## src/rtl/mdio_phy_responder_if.sv

```systemverilog
// MDIO line, link indication and register-write strobe bundle between a
// management master (MAC side) and the emulated PHY responder.
interface mdio_phy_responder_if;
    logic        mdc;
    logic        mdio_in;
    logic        mdio_out;
    logic        mdio_oen;
    logic        link_up;
    logic        reg_wr_en;
    logic [4:0]  reg_wr_addr;
    logic [15:0] reg_wr_data;
    logic        busy;

    modport slave (
        input  mdc, mdio_in, link_up,
        output mdio_out, mdio_oen, reg_wr_en, reg_wr_addr, reg_wr_data, busy
    );

    modport master (
        output mdc, mdio_in, link_up,
        input  mdio_out, mdio_oen, reg_wr_en, reg_wr_addr, reg_wr_data, busy
    );
endinterface

```

## src/rtl/mdio_phy_responder.sv

```systemverilog
// Clause-22 MDIO PHY responder: oversamples MDC in the sys_clk domain, emulates
// a small PHY register set and strobes every accepted write to fabric logic.
module mdio_phy_responder #(
    parameter logic [4:0]  PHY_ADDR     = 5'd1,
    parameter int unsigned PREAMBLE_LEN = 32,
    parameter logic [15:0] CTRL_RESET   = 16'h1140,
    parameter logic [15:0] STATUS_BASE  = 16'h7949,
    parameter logic [15:0] PHY_ID1      = 16'h0141,
    parameter logic [15:0] PHY_ID2      = 16'h0CC2,
    parameter int unsigned TIMEOUT      = 1024
) (
    input  logic                  i_sys_clk,
    input  logic                  i_core_reset_n,
    mdio_phy_responder_if.slave   io_mdio
);
    localparam logic [2:0] S_IDLE  = 3'd0;
    localparam logic [2:0] S_ST2   = 3'd1;
    localparam logic [2:0] S_OP    = 3'd2;
    localparam logic [2:0] S_PHYAD = 3'd3;
    localparam logic [2:0] S_REGAD = 3'd4;
    localparam logic [2:0] S_RD    = 3'd5;
    localparam logic [2:0] S_WTA   = 3'd6;
    localparam logic [2:0] S_WDATA = 3'd7;

    localparam logic [5:0]      PRE_LEN = 6'(PREAMBLE_LEN);
    localparam logic [5:0]      PRE_MAX = 6'd32;
    localparam int unsigned     TO_W    = $clog2(TIMEOUT + 1);
    localparam logic [TO_W-1:0] TO_LAST = TO_W'(TIMEOUT - 1);

    logic [1:0]      r_mdc_s;
    logic [1:0]      r_mdio_s;
    logic [1:0]      r_link_s;
    logic            r_mdc_d;
    logic [2:0]      r_state;
    logic [5:0]      r_pre;
    logic [4:0]      r_cnt;
    logic            r_op0;
    logic            r_is_rd;
    logic [14:0]     r_sh;
    logic [15:0]     r_rdata;
    logic [4:0]      r_regad;
    logic [TO_W-1:0] r_to;
    logic [14:0]     r_reg0;
    logic [15:0]     r_scratch [8];
    logic            r_mdio_out;
    logic            r_mdio_oen;
    logic            r_wr_en;
    logic [4:0]      r_wr_addr;
    logic [15:0]     r_wr_data;

    logic            w_edge;
    logic            w_bit;
    logic [4:0]      w_addr;
    logic [15:0]     w_wdata;
    logic [15:0]     w_rd_data;

    assign w_edge  = r_mdc_s[1] & ~r_mdc_d;
    assign w_bit   = r_mdio_s[1];
    assign w_addr  = {r_sh[3:0], w_bit};
    assign w_wdata = {r_sh, w_bit};

    // Reg 0 bit 15 is self-clearing, so only bits 14:0 are stored.
    always_comb begin
        w_rd_data = '0;
        if (w_addr[4:3] == 2'b10) begin
            w_rd_data = r_scratch[w_addr[2:0]];
        end else begin
            case (w_addr)
                5'd0:    w_rd_data = {1'b0, r_reg0};
                5'd1:    w_rd_data = {STATUS_BASE[15:3], r_link_s[1], STATUS_BASE[1:0]};
                5'd2:    w_rd_data = PHY_ID1;
                5'd3:    w_rd_data = PHY_ID2;
                default: w_rd_data = '0;
            endcase
        end
    end

    always_ff @(posedge i_sys_clk or negedge i_core_reset_n) begin
        if (!i_core_reset_n) begin
            r_mdc_s  <= '0;
            r_mdio_s <= '1;
            r_link_s <= '0;
            r_mdc_d  <= 1'b0;
        end else begin
            r_mdc_s  <= {r_mdc_s[0], io_mdio.mdc};
            r_mdio_s <= {r_mdio_s[0], io_mdio.mdio_in};
            r_link_s <= {r_link_s[0], io_mdio.link_up};
            r_mdc_d  <= r_mdc_s[1];
        end
    end

    always_ff @(posedge i_sys_clk or negedge i_core_reset_n) begin
        if (!i_core_reset_n) begin
            r_state    <= S_IDLE;
            r_pre      <= '0;
            r_cnt      <= '0;
            r_op0      <= 1'b0;
            r_is_rd    <= 1'b0;
            r_sh       <= '0;
            r_rdata    <= '0;
            r_regad    <= '0;
            r_to       <= '0;
            r_reg0     <= CTRL_RESET[14:0];
            for (int unsigned i = 0; i < 8; i++) r_scratch[i] <= '0;
            r_mdio_out <= 1'b1;
            r_mdio_oen <= 1'b1;
            r_wr_en    <= 1'b0;
            r_wr_addr  <= '0;
            r_wr_data  <= '0;
        end else begin
            r_wr_en <= 1'b0;
            if (r_state != S_IDLE && !w_edge) begin
                if (r_to == TO_LAST) begin
                    r_to       <= '0;
                    r_state    <= S_IDLE;
                    r_mdio_oen <= 1'b1;
                    r_mdio_out <= 1'b1;
                end else begin
                    r_to <= r_to + TO_W'(1);
                end
            end else begin
                r_to <= '0;
                if (w_edge) begin
                    case (r_state)
                        S_IDLE: begin
                            if (w_bit) begin
                                if (r_pre != PRE_MAX) r_pre <= r_pre + 6'd1;
                            end else begin
                                // Clearing here also leaves the count at 0 for the next return to IDLE.
                                r_pre <= '0;
                                if (r_pre >= PRE_LEN) r_state <= S_ST2;
                            end
                        end
                        S_ST2: begin
                            r_cnt   <= '0;
                            r_state <= w_bit ? S_OP : S_IDLE;
                        end
                        S_OP: begin
                            if (r_cnt == 5'd0) begin
                                r_op0 <= w_bit;
                                r_cnt <= 5'd1;
                            end else begin
                                r_cnt   <= '0;
                                r_is_rd <= r_op0;
                                r_state <= (r_op0 != w_bit) ? S_PHYAD : S_IDLE;
                            end
                        end
                        S_PHYAD: begin
                            r_sh <= w_wdata[14:0];
                            if (r_cnt == 5'd4) begin
                                r_cnt   <= '0;
                                r_state <= (w_addr == PHY_ADDR) ? S_REGAD : S_IDLE;
                            end else begin
                                r_cnt <= r_cnt + 5'd1;
                            end
                        end
                        S_REGAD: begin
                            r_sh <= w_wdata[14:0];
                            if (r_cnt == 5'd4) begin
                                r_cnt   <= '0;
                                r_regad <= w_addr;
                                r_rdata <= w_rd_data;
                                r_state <= r_is_rd ? S_RD : S_WTA;
                            end else begin
                                r_cnt <= r_cnt + 5'd1;
                            end
                        end
                        S_RD: begin
                            if (r_cnt == 5'd0) begin
                                r_mdio_oen <= 1'b0;
                                r_mdio_out <= 1'b0;
                                r_cnt      <= 5'd1;
                            end else if (r_cnt <= 5'd16) begin
                                r_mdio_out <= r_rdata[15];
                                r_rdata    <= {r_rdata[14:0], 1'b0};
                                r_cnt      <= r_cnt + 5'd1;
                            end else begin
                                r_mdio_oen <= 1'b1;
                                r_mdio_out <= 1'b1;
                                r_state    <= S_IDLE;
                            end
                        end
                        S_WTA: begin
                            if (r_cnt == 5'd0) begin
                                if (w_bit) r_cnt <= 5'd1;
                                else       r_state <= S_IDLE;
                            end else begin
                                r_cnt   <= '0;
                                r_state <= w_bit ? S_IDLE : S_WDATA;
                            end
                        end
                        S_WDATA: begin
                            r_sh <= w_wdata[14:0];
                            if (r_cnt == 5'd15) begin
                                r_state   <= S_IDLE;
                                r_wr_en   <= 1'b1;
                                r_wr_addr <= r_regad;
                                r_wr_data <= w_wdata;
                                if (r_regad == 5'd0) begin
                                    if (w_wdata[15]) begin
                                        r_reg0 <= CTRL_RESET[14:0];
                                        for (int unsigned i = 0; i < 8; i++) r_scratch[i] <= '0;
                                    end else begin
                                        r_reg0 <= w_wdata[14:0];
                                    end
                                end else if (r_regad[4:3] == 2'b10) begin
                                    r_scratch[r_regad[2:0]] <= w_wdata;
                                end
                            end else begin
                                r_cnt <= r_cnt + 5'd1;
                            end
                        end
                        default: r_state <= S_IDLE;
                    endcase
                end
            end
        end
    end

    assign io_mdio.mdio_out    = r_mdio_out;
    assign io_mdio.mdio_oen    = r_mdio_oen;
    assign io_mdio.reg_wr_en   = r_wr_en;
    assign io_mdio.reg_wr_addr = r_wr_addr;
    assign io_mdio.reg_wr_data = r_wr_data;
    assign io_mdio.busy        = (r_state != S_IDLE);
endmodule

```

## src/flat_wrapper.sv

```systemverilog
// flat-port wrapper written by rule: the top's interface ports become plain ports
module mdio_phy_responder_flat 
#(
    parameter logic [4:0]  PHY_ADDR     = 5'd1,
    parameter int unsigned PREAMBLE_LEN = 32,
    parameter logic [15:0] CTRL_RESET   = 16'h1140,
    parameter logic [15:0] STATUS_BASE  = 16'h7949,
    parameter logic [15:0] PHY_ID1      = 16'h0141,
    parameter logic [15:0] PHY_ID2      = 16'h0CC2,
    parameter int unsigned TIMEOUT      = 1024
)
  (i_sys_clk, i_core_reset_n, io_mdio_mdc, io_mdio_mdio_in, io_mdio_link_up, io_mdio_mdio_out, io_mdio_mdio_oen, io_mdio_reg_wr_en, io_mdio_reg_wr_addr, io_mdio_reg_wr_data, io_mdio_busy);
  mdio_phy_responder_if io_mdio_i ();
  input  logic i_sys_clk;
  input  logic i_core_reset_n;
  input wire logic [$bits(io_mdio_i.mdc)-1:0] io_mdio_mdc;
  input wire logic [$bits(io_mdio_i.mdio_in)-1:0] io_mdio_mdio_in;
  input wire logic [$bits(io_mdio_i.link_up)-1:0] io_mdio_link_up;
  output wire logic [$bits(io_mdio_i.mdio_out)-1:0] io_mdio_mdio_out;
  output wire logic [$bits(io_mdio_i.mdio_oen)-1:0] io_mdio_mdio_oen;
  output wire logic [$bits(io_mdio_i.reg_wr_en)-1:0] io_mdio_reg_wr_en;
  output wire logic [$bits(io_mdio_i.reg_wr_addr)-1:0] io_mdio_reg_wr_addr;
  output wire logic [$bits(io_mdio_i.reg_wr_data)-1:0] io_mdio_reg_wr_data;
  output wire logic [$bits(io_mdio_i.busy)-1:0] io_mdio_busy;
  assign io_mdio_i.mdc = io_mdio_mdc;
  assign io_mdio_i.mdio_in = io_mdio_mdio_in;
  assign io_mdio_i.link_up = io_mdio_link_up;
  assign io_mdio_mdio_out = io_mdio_i.mdio_out;
  assign io_mdio_mdio_oen = io_mdio_i.mdio_oen;
  assign io_mdio_reg_wr_en = io_mdio_i.reg_wr_en;
  assign io_mdio_reg_wr_addr = io_mdio_i.reg_wr_addr;
  assign io_mdio_reg_wr_data = io_mdio_i.reg_wr_data;
  assign io_mdio_busy = io_mdio_i.busy;
  mdio_phy_responder #(.PHY_ADDR(PHY_ADDR), .PREAMBLE_LEN(PREAMBLE_LEN), .CTRL_RESET(CTRL_RESET), .STATUS_BASE(STATUS_BASE), .PHY_ID1(PHY_ID1), .PHY_ID2(PHY_ID2), .TIMEOUT(TIMEOUT)) u_core (.i_sys_clk(i_sys_clk), .i_core_reset_n(i_core_reset_n), .io_mdio(io_mdio_i));
endmodule
```

## config.mk

```make
export PLATFORM = sky130hd
export DESIGN_NAME = mdio_phy_responder_flat
export DESIGN_NICKNAME = d
export VERILOG_FILES = /design/src/rtl/mdio_phy_responder_if.sv /design/src/rtl/mdio_phy_responder.sv /design/src/flat_wrapper.sv
export SDC_FILE = /design/constraint.sdc
export NUM_CORES = 1
export LEC_CHECK = 0
export CELL_PAD_IN_SITES_DETAIL_PLACEMENT = 0
export CELL_PAD_IN_SITES_GLOBAL_PLACEMENT = 1
export CORE_MARGIN = 2
export CORE_UTILIZATION = 37
export CTS_BUF_LIST = sky130_fd_sc_hd__clkbuf_4
export DETAILED_ROUTE_END_ITERATION = 10
export GPL_TIMING_DRIVEN = 0
export PLACE_DENSITY = 0.67
export SLEW_MARGIN = 20
export SYNTH_ARGS = -nofsm -noshare
export SYNTH_HDL_FRONTEND = slang
export SYNTH_SLANG_ARGS = --single-unit
```

## constraint.sdc

```tcl
create_clock -name i_sys_clk -period 6.2 [get_ports i_sys_clk]
set_clock_uncertainty 0.15 [all_clocks]
set_input_delay 1.24 -clock i_sys_clk [delete_from_list [all_inputs] [get_ports i_sys_clk]]
set_output_delay 1.24 -clock i_sys_clk [all_outputs]
set_load 0.01 [all_outputs]
```

==> results of run 1 <==
cell type report:
class                           instances  area [um^2]
Antenna cell                            1         2.50
Buffer                                 80          350
Clock buffer                          104          781
Clock inverter                         17          116
Fill cell                            2921        16800
Inverter                               14         52.6
Multi-Input combinational cell        692         4730
Sequential cell                       237         5940
Tap cell                              390          488
Timing Repair Buffer                   31          350
metrics by stage:
stage	instances	hold slack (ns)
floorplan	1023	0.181
global placement	1442	0.187
finish	1566	0.192
global route	1566	0.214
CTS	1565	0.180
detailed placement	1444	0.195
state kept, by name, summed over array words and instances (netlist names), 5 cells and up:
register and cells:
u_core.r_regad 5, u_core.io_mdio.reg_wr_addr 5, u_core.r_pre 6, u_core.r_rdata 16, u_core.r_cnt 5, u_core.r_sh 15, u_core.r_to 11, u_core.r_scratch 128
u_core.io_mdio.reg_wr_data 16, u_core.r_reg0 15
Yosys cell counts (all sizes together) (3+ instances only):
library cell and n:
dfrtp 230, nand2 216, o2bb2ai 65, clkbuf 52, nor2 39, o21ai 36
a32o 32, mux2 32, nand3 32, buf 28, mux2i 20, mux4 20
nor2b 20, a21oi 17, nand3b 15, inv 14, nor3 13, a211oi 10
a22o 9, ha 9, nor4 8, dfstp 7, nand2b 7, o2111ai 7
o31ai 7, or3 6, or2 5, xor2 5, a21o 4, nand4 4
o221ai 4, a2bb2oi 3, and2 3, nor3b 3, o211ai 3
per-layer routing:
metal  up-vias  GRT usage [%]  share of wire (%)
li1       3982              -                  -
met1      4299           28.9                 47
met2       190           34.5                 47
met3        61           4.17                4.2
met4         0           7.13                2.3
met5         -              0                  0
kinds of logic (layout without fill, tap and decap cells):
logic type,count (synthesis),after routing
other,0,1
muxes,72,72
buffers and inverters,94,246
DFF,237,237
AOI/OAI and AO/OA,222,222
and+or+nand+nor,382,382
xor gates and xnor gates,7,7
adders and majority gates,9,9
path summary, 6_finish.rpt:
| path | from | end | slack, ns | cells past startpoint |
|---|---|---|---|---|
| max in group asynchronous | i_core_reset_n | u_core.r_sh[13]$_DFFE_PN0P_ | 4.25 | 3 |
| hold / removal | u_core.r_link_s[0]$_DFF_PN0_ | u_core.r_link_s[1]$_DFF_PN0_ | 0.19 | 0 |
| hold reg to reg | u_core.r_link_s[0]$_DFF_PN0_ | u_core.r_link_s[1]$_DFF_PN0_ | 0.19 | 0 |
| setup / recovery | u_core.r_state[1]$_DFFE_PN0P_ | io_mdio_busy | 2.56 | 4 |
| setup reg to reg | u_core.r_cnt[0]$_DFFE_PN0P_ | u_core.r_rdata[6]$_DFFE_PN0P_ | 2.87 | 9 |
| min in group asynchronous | i_core_reset_n | u_core.r_to[8]$_DFF_PN0_ | 0.42 | 1 |
power groups by stage:
stage                     Clock [mW]  Combinational, mW  Sequential (mW)
final                           1.51              0.112             1.57
after CTS                       1.56              0.115             1.57
after global placement             0              0.109             1.60
after floorplan                    0             0.0559             1.60
after global routing            1.65              0.127             1.57
after detailed placement           0              0.115             1.60
critical path, stage by stage (launching register included):
cell	delay [ns]
dfrtp_1	0.35
buf_2	0.17
or3_1	0.37
buf_4	0.19
clkdlybuf4s50_1	0.48
==> run summary, run 1 <==
Status - finished clean
PnR worst setup slack - 2.56 ns
Placement Cell Area - 0.0119 mm^2
Warnings, synthesis - 0
Most common cell after layout, fill and taps aside - dfrtp_1
Leak Pwr - 5.66 nW
Synth top area cells - dfrtp_1 (52%), nand2_1 (7.3%), o2bb2ai_1 (5.1%)
Vias - 8,532
Slew at the pin closest to its max-slew limit - 0.969 ns
Slew headroom - 34.4%
Post-DP HPWL - 22,100 um
Final Total Pwr - 3.20 mW
Clock power share - 47.3%
Clock latency on the worst-skew pair - 0.73 ns
Setup TNS after final layout - 0 ns
Unrepaired setup endpoints after global routing - no
CTS Buffer Depth - 3
Max VDD drop - 122 uV
Die area - 0.0313 mm^2
I/O pin cnt - 30
Sequential area share after synthesis - 53.7%
Core area - 0.0296 mm^2
Ys flop type - dfrtp_1
Min-Delay Path Class - flop to flop
Gpl congestion - 0.830
Combinational share of power - 3.5%
H-tree depth - 3
Worst EP arrival - 2.25 ns
Synth Area in Adders - 1.02%
Critical path startpoint category - flop
Post-synth EDFFs - 0
Via density - 5.45
Cell Rows - 63
Synth Area in Compound Gates - 15.9%
Global-route wire length before repair - 51,400 um
Cell area after synthesis - 0.0111 mm^2
Critical path capture point type - primary output
Fmax - 275 MHz
Starting Density - 37.4%
Final period util - 58.7%
ANT nets after route - 0
CTS tree - done
Flop pwr share - 49.2%
Clock edge transition at the registers on the reported setup and hold paths - 0.06 ns
Multiplexer share of the synthesized area - 9.13%
Endpoints failing setup - 0
Max Slew Vio Count - 0
Die width - 177 um
Internal power - 2.41 mW
P_sw - 788 uW
Pwr dens - 250 mW/mm^2
Antenna violations before repair - 1
Most frequent cells in the layout - dfrtp_1 (230), nand2_1 (216), clkbuf_4 (104)
Nets - 1,138
Largest area contributor in the netlist - dfrtp_1
Total of max-cap violations - 0
Hold buffers post-CTS - 0
Simple-Gate Fraction of Synth Area - 16.1%
Place WS - 2.89 ns
Vias in the first global route - 8,876
Worst setup path class - flop to primary output
Synth top area share - 52.0%
Initial DRC count - 567
Crit-path max FO - 10
Die Y - 177 um
Crit path time final - 3.64 ns
Root Buffer - clkbuf_4
Residual DRC - 0
Syn Nets - 1,037
Critical path data required time - 4.81 ns
Drt first pass iters - 5
Synth Area in XOR/XNOR - 0.554%
Synthesized area per cell - 10.8 um^2
Post-CTS Setup Bufs - 0
Gr ovfl total - 0
P&R area growth vs syn - 15.7%
Finished Cell Area - 0.0128 mm^2
Share of layout cells above drive strength 1 - 18.3%
Largest net degree at the start of global routing - 92
WL/cell - 20.6 um
Post-CTS Resized - 0
Total wire length - 32,200 um
FFs w/ async S/R, synth - 100%
Final hold vios - 0
Mapped Cells - 1,023
GRT Overall Usage - 21.4%
Port-buffer cells - 29
Cts bufs inserted - 68
Netlist cell types - 73
Sw Share - 24.7%
Seq cells post-synth - 237
CTS sink cnt - 237
Largest family of logic cells by synthesized area - simple AND/OR/NAND/NOR gates
Core Util, Final - 43.3%
(Power assumes the default switching activity.)
==> run 2: changes to the inputs <==
==> constraint.sdc (replaced) <==
create_clock -name i_sys_clk -period 3.35 [get_ports i_sys_clk]
set_clock_uncertainty 0.15 [all_clocks]
set_input_delay 0.67 -clock i_sys_clk [delete_from_list [all_inputs] [get_ports i_sys_clk]]
set_output_delay 0.67 -clock i_sys_clk [all_outputs]
set_load 0.01 [all_outputs]
==> run 2 against run 1 <==
Net effect: power increased by 85%; combinational power rose by 86%; global-route usage unchanged; sequential power up 85%; critical path depth increased by 6; register-to-register slack worse by 2.7 ns; die area unchanged; clock power grew 85%; setup slack worse by 2.4 ns.
==> run summary, run 2 (synthesis gave the netlist of run 1 again) <==
Status - finished clean
Critical path capture point type - flop
Global-route wire length before repair - 51,400 um
Starting Density - 37.4%
Via density - 5.41
Slew headroom - 33.8%
P&R area growth vs syn - 15.9%
Slew at the pin closest to its max-slew limit - 0.977 ns
Leak Pwr - 5.67 nW
Critical path cell sequence - ha_1 -> and3_1 -> ha_1 -> nand3_1 -> or3_4 -> buf_6 -> nor3_4 -> nand3_1 -> buf_2 -> o2bb2ai_1
H-tree depth - 3
Worst EP arrival - 3.58 ns
# fillers - 2,918
Min-Delay Path Class - flop to flop
Pwr dens - 461 mW/mm^2
Gr ovfl total - 0
Critical path's top delay family - simple AND/OR/NAND/NOR gates
Max VDD drop - 227 uV
Final period util - 95.2%
Fmax - 314 MHz
Met1 Routed Length - 14,800 um
Worst setup path class - flop to flop
Cts bufs inserted - 68
Final hold vios - 0
Crit-path max FO - 10
GRT Overall Usage - 21.4%
CTS tree - done
CTS Buffer Depth - 3
Antenna violations before repair - 1
Cell Rows - 63
Die Y - 177 um
Largest net degree at the start of global routing - 92
Reg area - 0.00594 mm^2
Endpoints failing setup - 0
CTS sink cnt - 237
Max reg flops - 128
Buf/Inv on CP - 2
Setup TNS after final layout - 0 ns
Most frequent cells in the layout - dfrtp_1 (230), nand2_1 (216), clkbuf_4 (104)
I/O pin cnt - 30
CP max stage cell - nand3_1
Root Buffer - clkbuf_4
Die area - 0.0313 mm^2
Final Total Pwr - 5.92 mW
Critical path's largest stage delay - 0.42 ns
Critical path data required time - 3.74 ns
Met2 wire len - 15,200 um
Vias in the first global route - 8,876
ANT nets after route - 0
Post-DP HPWL - 22,100 um
Initial DRC count - 584
Area taken by multi-input logic gates - 0.00474 mm^2
Drt first pass iters - 5
Critical path startpoint category - flop
Nets - 1,139
Die width - 177 um
Share of layout cells above drive strength 1 - 18.5%
Highest routed layer - met4
Vias - 8,478
Met3 routed WL - 1550 um
Clock latency on the worst-skew pair - 0.73 ns
Max Slew Vio Count - 0
Top reg by flops - u_core.r_scratch
Core area - 0.0296 mm^2
Post-CTS Setup Bufs - 0
Unrepaired setup endpoints after global routing - no
Gpl congestion - 0.830
Total of max-cap violations - 0
Port-buffer cells - 29
Most common cell after layout, fill and taps aside - dfrtp_1
Clock edge transition at the registers on the reported setup and hold paths - 0.06 ns
Crit path time final - 3.19 ns
Total wire length - 32,200 um
WL/cell - 20.5 um
Residual DRC - 0
-- run 2: final cells by class --
| cell class | count | area share, % |
|---|---|---|
| clock inverters | 17 | 0.907 |
| clock buffers | 104 | 6.08 |
| plain buffers | 80 | 2.74 |
| multi-input cells | 692 | 36.9 |
| repair buffers | 32 | 2.81 |
| diodes | 1 | 0.0195 |
| well taps | 390 | 3.80 |
| inverters | 14 | 0.410 |
| flip-flops and latches | 237 | 46.3 |
-- run 2: repair_timing --
item,in CTS,in global routing
hold buffers,1,0
setup endpoints to repair,0,12
resized for setup,0,5
hold endpoints to repair,84,0
-- run 2: stage by stage --
stage               worst slack, ns  util (%)  instances  instance area [um^2]  hold WS, ns
CTS                          0.0292      43.4       1566                 12800        0.180
global route                 0.0135      43.4       1567                 12800        0.210
global placement              -9.18      40.1       1442                 11800        0.187
detailed placement           0.0419      40.3       1444                 11900        0.195
finish                        0.161      43.4       1567                 12800        0.190
floorplan                     0.579         -       1023                 11100        0.181
-- run 2: worst paths after layout --
check | start | endpoint | slack, ns | cells after the start
setup / recovery | u_core.r_cnt[0]$_DFFE_PN0P_ | u_core.r_scratch[108]$_DFFE_PN0P_ | 0.16 | 10
setup reg to reg | u_core.r_cnt[0]$_DFFE_PN0P_ | u_core.r_scratch[108]$_DFFE_PN0P_ | 0.16 | 10
hold / removal | u_core.r_link_s[0]$_DFF_PN0_ | u_core.r_link_s[1]$_DFF_PN0_ | 0.19 | 0
max in group asynchronous | i_core_reset_n | u_core.r_sh[13]$_DFFE_PN0P_ | 1.38 | 4
min in group asynchronous | i_core_reset_n | u_core.r_to[8]$_DFF_PN0_ | 0.44 | 2
hold reg to reg | u_core.r_link_s[0]$_DFF_PN0_ | u_core.r_link_s[1]$_DFF_PN0_ | 0.19 | 0
-- run 2: per-layer routing --
layer	track usage [%]	vias up
met5	0	-
met3	4.17	54
li1	-	3984
met4	7.13	0
met2	34.5	216
met1	28.9	4224
-- run 2: where the power goes --
| group | internal, mW | leakage, nW | total, mW | switching (mW) |
|---|---|---|---|---|
| registers | 2.89 | 3.27 | 2.91 | 0.0261 |
| clock network | 1.51 | 0.530 | 2.80 | 1.29 |
| logic | 0.0698 | 1.87 | 0.208 | 0.138 |
| total | 4.46 | 5.67 | 5.92 | 1.46 |
==> run 3: changes to the inputs <==
--- a/config.mk
+++ b/config.mk
@@ -6,13 +6,13 @@
 export NUM_CORES = 1
 export LEC_CHECK = 0
 export CELL_PAD_IN_SITES_DETAIL_PLACEMENT = 0
-export CELL_PAD_IN_SITES_GLOBAL_PLACEMENT = 1
+export CELL_PAD_IN_SITES_GLOBAL_PLACEMENT = 2
 export CORE_MARGIN = 2
 export CORE_UTILIZATION = 37
 export CTS_BUF_LIST = sky130_fd_sc_hd__clkbuf_4
 export DETAILED_ROUTE_END_ITERATION = 10
 export GPL_TIMING_DRIVEN = 0
-export PLACE_DENSITY = 0.67
+export PLACE_DENSITY = 0.77
 export SLEW_MARGIN = 20
 export SYNTH_ARGS = -nofsm -noshare
 export SYNTH_HDL_FRONTEND = slang
==> run 3 against run 2 <==
Net effect: flip-flop and latch count did not move; global-route usage rose by 0.75 points; via count rose by 1.6%; die area did not move; critical endpoint is now u_core.r_rdata[0]$_DFFE_PN0P_; largest cell class unchanged.
==> run summary, run 3 (synthesis gave the netlist of run 1 again) <==
Drt first pass iters - 6
Vias - 8,611
ANT nets after route - 0
P&R area growth vs syn - 16.1%
PnR worst setup slack - 0.234 ns
Reg2reg setup slack - 0.23 ns
HP Start - u_core.r_link_s[0]$_DFF_PN0_
Residual DRC - 0
Critical path capture point type - flop
Placement Cell Area - 0.0119 mm^2
Worst R2R Start - u_core.r_cnt[0]$_DFFE_PN0P_
Crit path time final - 3.12 ns
CTS sink cnt - 237
WHS Endpoint - u_core.r_link_s[1]$_DFF_PN0_
Post-DP HPWL - 22,500 um
Hold WS - 0.206 ns
Die width - 177 um
Most frequent cells in the layout - dfrtp_1 (230), nand2_1 (216), clkbuf_4 (104)
Max reg flops - 128
Largest net degree at the start of global routing - 84
Slew at the pin closest to its max-slew limit - 0.989 ns
Max Slew Vio Count - 0
CTS Buffer Depth - 3
Clock edge transition at the registers on the reported setup and hold paths - 0.06 ns
CTS tree - done
Total of max-cap violations - 0
Endpoints failing setup - 0
Reg2reg end - u_core.r_rdata[0]$_DFFE_PN0P_
Setup TNS after final layout - 0 ns
Pwr dens - 465 mW/mm^2
Total wire length - 33,400 um
Initial DRC count - 671
Fmax - 321 MHz
Cells on worst reg2reg path - 10
GRT Overall Usage - 22.1%
Worst setup path class - flop to flop
Root Buffer - clkbuf_4
I/O pin cnt - 30
Finished Cell Area - 0.0128 mm^2
Nets - 1,140
WL/cell - 21.3 um
Post-CTS Setup Bufs - 0
Final hold vios - 0
H-tree depth - 3
Die area - 0.0313 mm^2
Die Y - 177 um
Global-route wire length before repair - 52,900 um
Critical path data required time - 3.68 ns
Core area - 0.0296 mm^2
Cell Rows - 63
Place WS - 0.121 ns
Top reg by flops - u_core.r_scratch
Crit-path max FO - 10
Starting Density - 37.4%
WHS Path Cells - 0
Vias in the first global route - 8,992
Status - finished clean
Worst EP arrival - 3.45 ns
# fillers - 2,917
Slew headroom - 33.0%
Share of layout cells above drive strength 1 - 18.4%
Leak Pwr - 5.67 nW
Via density - 5.50
Gpl congestion - 0.827
Min-Delay Path Class - flop to flop
Port-buffer cells - 29
Unrepaired setup endpoints after global routing - no
Critical path startpoint category - flop
Most common cell after layout, fill and taps aside - dfrtp_1
Clock latency on the worst-skew pair - 0.69 ns
Antenna violations before repair - 1
Final period util - 93.0%
Cts bufs inserted - 69
Max VDD drop - 202 uV
Gr ovfl total - 0
[run 3: worst max path at each step]
stage / start / to / slack, ns / depth (start not counted)
floorplan: u_core.r_cnt[0]$_DFFE_PN0P_ / u_core.r_rdata[6]$_DFFE_PN0P_ / 0.58 / 9
global placement: i_core_reset_n / u_core.r_sh[13]$_DFFE_PN0P_ / -9.15 / 1
detailed placement: u_core.r_cnt[0]$_DFFE_PN0P_ / u_core.r_scratch[102]$_DFFE_PN0P_ / 0.12 / 10
CTS: u_core.r_cnt[0]$_DFFE_PN0P_ / u_core.r_scratch[104]$_DFFE_PN0P_ / 0.12 / 10
global route: u_core.r_cnt[0]$_DFFE_PN0P_ / u_core.r_rdata[0]$_DFFE_PN0P_ / 0.05 / 10
finish: u_core.r_cnt[0]$_DFFE_PN0P_ / u_core.r_rdata[0]$_DFFE_PN0P_ / 0.23 / 10
[run 3: area by class of cell]
class | count | area (um^2) | share of cell area (%)
Sequential cell | 237 | 5940 | 46.2
Multi-Input combinational cell | 692 | 4750 | 37.0
Clock buffer | 104 | 781 | 6.08
Tap cell | 390 | 488 | 3.80
Timing Repair Buffer | 32 | 360 | 2.80
Buffer | 80 | 350 | 2.73
Clock inverter | 17 | 126 | 0.983
Inverter | 14 | 52.6 | 0.409
Antenna cell | 1 | 2.50 | 0.0195
[run 3: critical path: stages, from the launching register on]
cell and delay (ns):
dfrtp_1 0.42, inv_1 0.11, ha_1 0.18, or3b_2 0.47
ha_1 0.26, or3b_2 0.47, o21ai_0 0.11, nand3_2 0.23
clkbuf_1 0.30, nand2_1 0.13, o221ai_1 0.11
[run 3: power breakdown]
group | internal (mW) | switching [mW]
logic | 0.0703 | 0.141
clock network | 1.57 | 1.28
registers | 2.89 | 0.0265
[run 3: per-stage QoR]
stage                     std cells  total power, mW  util (%)
after detailed placement       1444             3.18      40.3
after CTS                      1566             6.07      43.4
final                          1567             5.97      43.5
after global routing           1567             6.24      43.5
after global placement         1442             3.17      40.1
after floorplan                1023             3.06         -
[run 3: routing by layer]
metal	GRT usage (%)	routed length, um
met5	0	0
met4	6.47	606
met3	4.57	2130
met2	34.4	15400
met1	31.3	15300
[run 3: repair_timing]
item | CTS | global route
hold buffers | 1 | 0
endpoints found under the hold margin | 68 | 0
gates resized for setup | 0 | 5
endpoints found under the setup margin | 0 | 17
